File: config.mk
export PLATFORM = sky130hd
export DESIGN_NAME = axi_lite_slave_regs
export DESIGN_NICKNAME = d
export VERILOG_FILES = /design/src/rtl/axi_lite_pkg.sv /design/src/rtl/axi_lite_strb_merge.sv /design/src/rtl/axi_lite_slave_regs.sv
export SDC_FILE = /design/constraint.sdc
export NUM_CORES = 1
export LEC_CHECK = 0
export BUFFER_PORTS_ARGS = -buffer_cell sky130_fd_sc_hd__buf_4
export CAP_MARGIN = 30
export CORE_ASPECT_RATIO = 0.6
export CORE_UTILIZATION = 25
export DETAILED_ROUTE_END_ITERATION = 10
export GPL_ROUTABILITY_DRIVEN = 0
export PLACE_DENSITY = 0.39
export SLEW_MARGIN = 20
export SYNTH_ARGS = -nofsm -noshare
export SYNTH_HDL_FRONTEND = slang
export SYNTH_HIERARCHICAL = 1
export SYNTH_SLANG_ARGS = --single-unit
File: constraint.sdc
create_clock -name clk -period 3.8 [get_ports clk]
set_input_delay 0.95 -clock clk [delete_from_list [all_inputs] [get_ports clk]]
set_output_delay 0.95 -clock clk [all_outputs]
set_load 0.005 [all_outputs]
File: src/rtl/axi_lite_pkg.sv
// axi_lite_pkg: shared AXI4-Lite response codes, FSM state types and bus widths
package axi_lite_pkg;
  localparam int DATA_WIDTH = 32;
  localparam int STRB_WIDTH = 4;
  typedef enum logic [1:0] {OKAY = 2'b00, SLVERR = 2'b10} resp_t;
  typedef enum logic {W_IDLE, W_RESP} wstate_t;
  typedef enum logic {R_IDLE, R_DATA} rstate_t;
endpackage

File: src/rtl/axi_lite_strb_merge.sv
// axi_lite_strb_merge: byte-masked merge of old register data with write data
module axi_lite_strb_merge
  import axi_lite_pkg::*;
(
  input  logic [DATA_WIDTH-1:0] oldData,
  input  logic [DATA_WIDTH-1:0] wData,
  input  logic [STRB_WIDTH-1:0] wStrb,
  output logic [DATA_WIDTH-1:0] newData
);
  for (genvar i = 0; i < STRB_WIDTH; i++) begin : gByte
    assign newData[8*i +: 8] = wStrb[i] ? wData[8*i +: 8] : oldData[8*i +: 8];
  end
endmodule

File: src/rtl/axi_lite_slave_regs.sv
// axi_lite_slave_regs: AXI4-Lite register bank with independent write/read FSMs
// Optional AXIL_ADDR_DECODE_ERR_EN: nonzero high address bits give SLVERR instead of aliasing
module axi_lite_slave_regs
  import axi_lite_pkg::*;
#(
  parameter int NUM_REGS   = 8,
  parameter int ADDR_WIDTH = 8
) (
  input  logic                     clk,
  input  logic                     rst,
  input  logic [ADDR_WIDTH-1:0]    AWADDR,
  input  logic                     AWVALID,
  output logic                     AWREADY,
  input  logic [DATA_WIDTH-1:0]    WDATA,
  input  logic [STRB_WIDTH-1:0]    WSTRB,
  input  logic                     WVALID,
  output logic                     WREADY,
  output logic [1:0]               BRESP,
  output logic                     BVALID,
  input  logic                     BREADY,
  input  logic [ADDR_WIDTH-1:0]    ARADDR,
  input  logic                     ARVALID,
  output logic                     ARREADY,
  output logic [DATA_WIDTH-1:0]    RDATA,
  output logic [1:0]               RRESP,
  output logic                     RVALID,
  input  logic                     RREADY,
  output logic [NUM_REGS*32-1:0]   regOut
);
  localparam int IDX_W = $clog2(NUM_REGS);
  logic [DATA_WIDTH-1:0] regs [NUM_REGS];
  wstate_t wState;
  rstate_t rState;
  logic awCaptured, wCaptured, awHs, wHs, aHave, dHave, commit, wErr, rErr;
  logic [ADDR_WIDTH-1:0] awAddrQ, awAddrEff;
  logic [DATA_WIDTH-1:0] wDataQ, wDataEff, mergeData;
  logic [STRB_WIDTH-1:0] wStrbQ, wStrbEff;
  logic [IDX_W-1:0] wIdx, rIdx;
  logic unusedAddrBits;
  assign awHs      = AWVALID && AWREADY;
  assign wHs       = WVALID && WREADY;
  assign aHave     = awCaptured || awHs;
  assign dHave     = wCaptured || wHs;
  assign commit    = (wState == W_IDLE) && aHave && dHave;
  // A same-edge handshake bypasses the holding registers so the write commits immediately
  assign awAddrEff = awCaptured ? awAddrQ : AWADDR;
  assign wDataEff  = wCaptured ? wDataQ : WDATA;
  assign wStrbEff  = wCaptured ? wStrbQ : WSTRB;
  assign wIdx      = awAddrEff[IDX_W+1:2];
  assign rIdx      = ARADDR[IDX_W+1:2];
  assign unusedAddrBits = ^{awAddrEff, ARADDR};
`ifdef AXIL_ADDR_DECODE_ERR_EN
  assign wErr = (awAddrEff >> (IDX_W + 2)) != '0;
  assign rErr = (ARADDR >> (IDX_W + 2)) != '0;
`else
  assign wErr = 1'b0;
  assign rErr = 1'b0;
`endif
  axi_lite_strb_merge uMerge (
    .oldData(regs[wIdx]),
    .wData  (wDataEff),
    .wStrb  (wStrbEff),
    .newData(mergeData)
  );
  always_ff @(posedge clk or negedge rst) begin
    if (!rst) begin
      wState     <= W_IDLE;
      awCaptured <= 1'b0;
      wCaptured  <= 1'b0;
      awAddrQ    <= '0;
      wDataQ     <= '0;
      wStrbQ     <= '0;
      AWREADY    <= 1'b0;
      WREADY     <= 1'b0;
      BVALID     <= 1'b0;
      BRESP      <= OKAY;
      for (int k = 0; k < NUM_REGS; k++) regs[k] <= '0;
    end else if (wState == W_RESP) begin
      if (BREADY) begin
        wState  <= W_IDLE;
        BVALID  <= 1'b0;
        AWREADY <= 1'b1;
        WREADY  <= 1'b1;
      end
    end else if (commit) begin
      wState     <= W_RESP;
      awCaptured <= 1'b0;
      wCaptured  <= 1'b0;
      AWREADY    <= 1'b0;
      WREADY     <= 1'b0;
      BVALID     <= 1'b1;
      BRESP      <= wErr ? SLVERR : OKAY;
      if (!wErr) regs[wIdx] <= mergeData;
    end else begin
      awCaptured <= aHave;
      wCaptured  <= dHave;
      AWREADY    <= !aHave;
      WREADY     <= !dHave;
      if (awHs) awAddrQ <= AWADDR;
      if (wHs) begin
        wDataQ <= WDATA;
        wStrbQ <= WSTRB;
      end
    end
  end
  // Reading regs here with the write on the same edge returns the pre-write value
  always_ff @(posedge clk or negedge rst) begin
    if (!rst) begin
      rState  <= R_IDLE;
      ARREADY <= 1'b0;
      RVALID  <= 1'b0;
      RDATA   <= '0;
      RRESP   <= OKAY;
    end else if (rState == R_DATA) begin
      if (RREADY) begin
        rState  <= R_IDLE;
        RVALID  <= 1'b0;
        ARREADY <= 1'b1;
      end
    end else if (ARVALID && ARREADY) begin
      rState  <= R_DATA;
      ARREADY <= 1'b0;
      RVALID  <= 1'b1;
      RDATA   <= rErr ? '0 : regs[rIdx];
      RRESP   <= rErr ? SLVERR : OKAY;
    end else begin
      ARREADY <= 1'b1;
    end
  end
  for (genvar k = 0; k < NUM_REGS; k++) begin : gOut
    assign regOut[32*k +: 32] = regs[k];
  end
endmodule

==> results <==
- Measured on the finished design, the core utilization comes to 0.3296.
- Counting the buffers created by CTS gives 40.
- The worst setup path is captured at a flop.
- The cell family contributing the most delay on the critical path is multiplexers.
- The insertion delay of the later-clocked pin in the worst-skew pair is just under 0.6 ns.
- The worst vdd rail ir drop is around 0.3 mV.
- Summed over all layers, the routed wires come to about 70000 um.
- 0 antenna diodes ended up in the layout.
- TritonCTS built the clock tree.
- The ratio of final minimum period to clock period is 0.8237.
- The number of global-route vias before repair came to between 10000 and 15000.
- The signal on the critical path passes through mux2i_4, buf_12, mux4_2, nand2_1, o221ai_1, mux2_4, mux2_2.
- The first-pass GRT wire length is 97700 um.
- The cell area after technology mapping is approximately 0.017 mm^2.
- The region available for standard cell placement spans slightly below 0.07 mm^2.
- The floorplan has 74 rows.
- The static leakage is around 10 nW.
- The synthesized design spends more area on one cell type than any other, namely dfrtp_1.
- The critical path data arrival time is roughly 3.6 ns.
- Setup violations remaining at the end of the flow were counted as 0.
- The layout filler cell count is 6836.
- The detailed-route via count is roughly 12000.
- The flow ran to the end, and the final reports show no timing, DRC or antenna violations.
- The max-cap check violation count is 0.
- The net count of the finished layout is between 1500 and 2000.
- For this run, the number of Yosys warnings is 6.
- The final routed DRC violation total is 0.
- The relative area change from synthesis to final layout is 29.97%.
- Of the cells placed in the final design, the portion with a size suffix greater than 1 is 0.5540.
- The iteration count of the initial detailed-routing pass is 5.
- The type of origin of the critical path is a flop.
- The sum of buffers and inverters on the critical path is 1.
- The die covers 0.07030 mm^2.
- The post-CTS repair timing setup buffer count is 0.
- After detailed routing, the average wire length per cell comes to approximately 27 um.
- The cell count after synthesis is approximately 1300.
- Synthesis instantiated 31 different standard cells from the library.
- The tree built by TritonCTS fans out to 336 sinks.
- Across the routed clock network, the largest skew measured is between 0.02 and 0.025 ns.
- The H-tree depth is 2.
- Power spread over the standard cell area amounts to roughly 840 mW/mm^2.
- Summing all multi-input logic gate instances after layout gives 0.008499 mm^2.
- The class of the most critical hold timing path is primary input to asynchronous set/reset pin.
- Of the post-synthesis cell area, the dominant cell type holds 0.4859.
- The vertical extent of the die is between 200 and 250 um.
- The transition at the pin with the smallest max-transition slack is 1.025 ns.
- STA puts the critical path data required time at between 4 and 5 ns.
- The sequential cell area is between 0.008 and 0.009 mm^2.
- The floorplan die width is ~340 um.
- The highest clock rate is between 300 and 400 MHz.
- The number of flip-flops and latches in the synthesized netlist is between 300 and 400.
- For this block, the initial DRC count from the detailed router was roughly 780.
- The HPWL after detailed placement is approximately 46000 um.
- The count of port buffers added during placement is 341.
- Once the clock tree was built, the resizer swapped 0 gates to a different size.
- The pin count of the biggest net entering global routing is between 70 and 80.
- For this configuration, the core starts out at a cell density of 0.2536.
- After global routing the overflow that remains totals 0.
- Clock-pin slew was measured on the worst setup and hold paths at approximately 0.06 ns.
- Setup repair after global routing left no endpoint under its margin.
- The average footprint of a synthesized cell is 13.52 um^2.
- The setup path with the least slack is of type flop to flop.
- The largest stage delay on the critical path is 0.81 ns.
- The count of nets left with antenna violations once routing finished came out at 0.
- The master cell of the clock root buffer is clkbuf_16.
- The maximum net fanout on the critical path is 41.
- Summing all non-filler instances in the final layout gives an area of around 0.022 mm^2.
- The number of antenna violations at the first check in global routing came to 3.
- The minimum clock period is 3.130 ns.
- The number of primary I/O pins is between 300 and 400.
- The summed negative setup slack over all endpoints is 0 ns.
- In this run the cell area measured after placement is 0.02116 mm^2.
- The count of final max-slew check failures is 0.
- The cell type of the slowest stage on the worst timing path is dfrtp_1.
- The total global-route track usage is 0.1943.
- Ranked by total cell area, the synthesized netlist is headed by dfrtp_1, mux2_2, mux4_2.
- The proportion of synthesized chip area in sequential cells is 0.4859.
- The hold violation total from the final report is 0.
- The number of hold-repair buffers added at the cts stage is 0.
- The worst max-slew margin expressed relative to the limit is 0.3165.
- The vias per cell is between 4 and 5.
- Counting along the longest clock path gives a buffer depth of 3.
[report_power, final]
group	switching, mW	internal (mW)	leakage (nW)
clock	1.65	2.31	0.649
combinational	3.77	4.46	5.44
sequential	1.62	5.02	4.38
total	7.04	11.8	10.5
[Yosys cell counts]
library cell and number:
o221ai_1 14, mux2_1 10, or4_1 14, buf_2 44, a21oi_1 57, nand2b_1 6, o21ai_0 34, buf_6 4
nand3_2 2, nand2_1 184, nor4_4 2, mux2_2 322, mux2i_1 63, nor2_1 4, buf_1 4, and3b_1 1
a32oi_2 1, a21oi_2 1, nor3b_1 1, o31ai_1 2, a31oi_2 1, inv_1 2, mux2_4 32, buf_4 10
dfrtp_1 336, conb_1 1, clkbuf_1 36, o31a_1 1, nand3_1 1, mux4_2 86, o22a_1 4
[cells in the final DEF (no fill, tap or decap), types with 2 or more instances in the layout]
| master | netlist | final |
|---|---|---|
| inv_1 | 2 | 2 |
| clkbuf_8 | 0 | 13 |
| mux2_2 | 322 | 321 |
| nand2_2 | 0 | 3 |
| conb_1 | 1 | 4 |
| inv_6 | 0 | 3 |
| nand2_1 | 184 | 181 |
| nand2b_1 | 6 | 2 |
| mux2i_1 | 63 | 60 |
| clkbuf_1 | 36 | 9 |
| clkinv_2 | 0 | 3 |
| mux2i_4 | 0 | 3 |
| nor4_4 | 2 | 2 |
| o221ai_1 | 14 | 14 |
| clkbuf_16 | 0 | 41 |
| nand3_2 | 2 | 2 |
| or4_1 | 14 | 14 |
| buf_12 | 0 | 13 |
| clkinvlp_4 | 0 | 2 |
| nor2_1 | 4 | 4 |
| mux2_1 | 10 | 10 |
| mux4_2 | 86 | 86 |
| nand2b_2 | 0 | 4 |
| a21oi_1 | 57 | 57 |
| mux2_4 | 32 | 33 |
| o31ai_1 | 2 | 2 |
| o21ai_0 | 34 | 34 |
| dfrtp_1 | 336 | 335 |
| buf_4 | 10 | 377 |
| o22a_1 | 4 | 4 |
[cells by family after synthesis]
family          Yosys count  synth area share
mux                     513            0.3922
flops                   336            0.4859
simple gates            215           0.05387
compound gates          115           0.03898
buf+inv                 100           0.02878
other cells               1         0.0002167
[worst paths after layout]
check / from / depth (start not counted) / slack [ns] / endpoint
hold / removal: rst / 1 / 0.39 / wDataQ[3]$_DFFE_PN0P_
setup / recovery: awCaptured$_DFFE_PN0N_ / 7 / 0.67 / regOut[17]$_DFFE_PN0P_
hold reg to reg: BVALID$_DFFE_PN0P_ / 2 / 0.48 / BVALID$_DFFE_PN0P_
min in group clk: BVALID$_DFFE_PN0P_ / 2 / 0.48 / BVALID$_DFFE_PN0P_
max in group asynchronous: rst / 2 / 2.46 / regOut[48]$_DFFE_PN0P_
setup reg to reg: awCaptured$_DFFE_PN0N_ / 7 / 0.67 / regOut[17]$_DFFE_PN0P_
[routing by layer]
layer  vias to the layer above  part of all wire  GRT usage
met4                         2             0.016    0.04244
met5                         -           0.00016          0
met1                      6603              0.50     0.2936
met3                        75             0.052    0.03769
met2                       345              0.44     0.2829
li1                       5423                 -          -
[registers in the layout, indices dropped and copies added (netlist names), 3 cells and up]
| signal | flops |
|---|---|
| RDATA | 32 |
| regOut | 256 |
| wDataQ | 32 |
| awAddrQ | 3 |
| wStrbQ | 4 |
[worst register-to-register path, delay by kind of cell, from the launching register on]
kind,cells,cell delay [ns]
AOI/OAI and AO/OA,1,0.12
buffers and inverters,1,0.29
DFF,1,0.81
muxes,4,1.67
and+or+nand+nor,1,0.13
[through the flow]
step | hold slack (ns) | instances | power [mW] | setup slack [ns]
3_3_place_gp | 0.4647 | 2488 | 14.93 | 0.5769
4_1_cts | 0.4141 | 2560 | 19.07 | 0.6692
5_1_grt | 0.4208 | 2560 | 20.00 | 0.5277
2_1_floorplan | 0.4673 | 1283 | 10.60 | 0.8204
3_5_place_dp | 0.4743 | 2488 | 15.00 | 0.5687
6_report | 0.3872 | 2560 | 18.84 | 0.6698
[final cells by class]
| class | instances | share of cell area |
|---|---|---|
| Timing Repair Buffer | 391 | 0.1381 |
| Multi-Input combinational cell | 847 | 0.3780 |
| Inverter | 2 | 0.0003338 |
| Clock inverter | 9 | 0.003839 |
| Sequential cell | 336 | 0.3740 |
| Tap cell | 912 | 0.05074 |
| Clock buffer | 63 | 0.05508 |
Power figures use the tool's default switching activity.
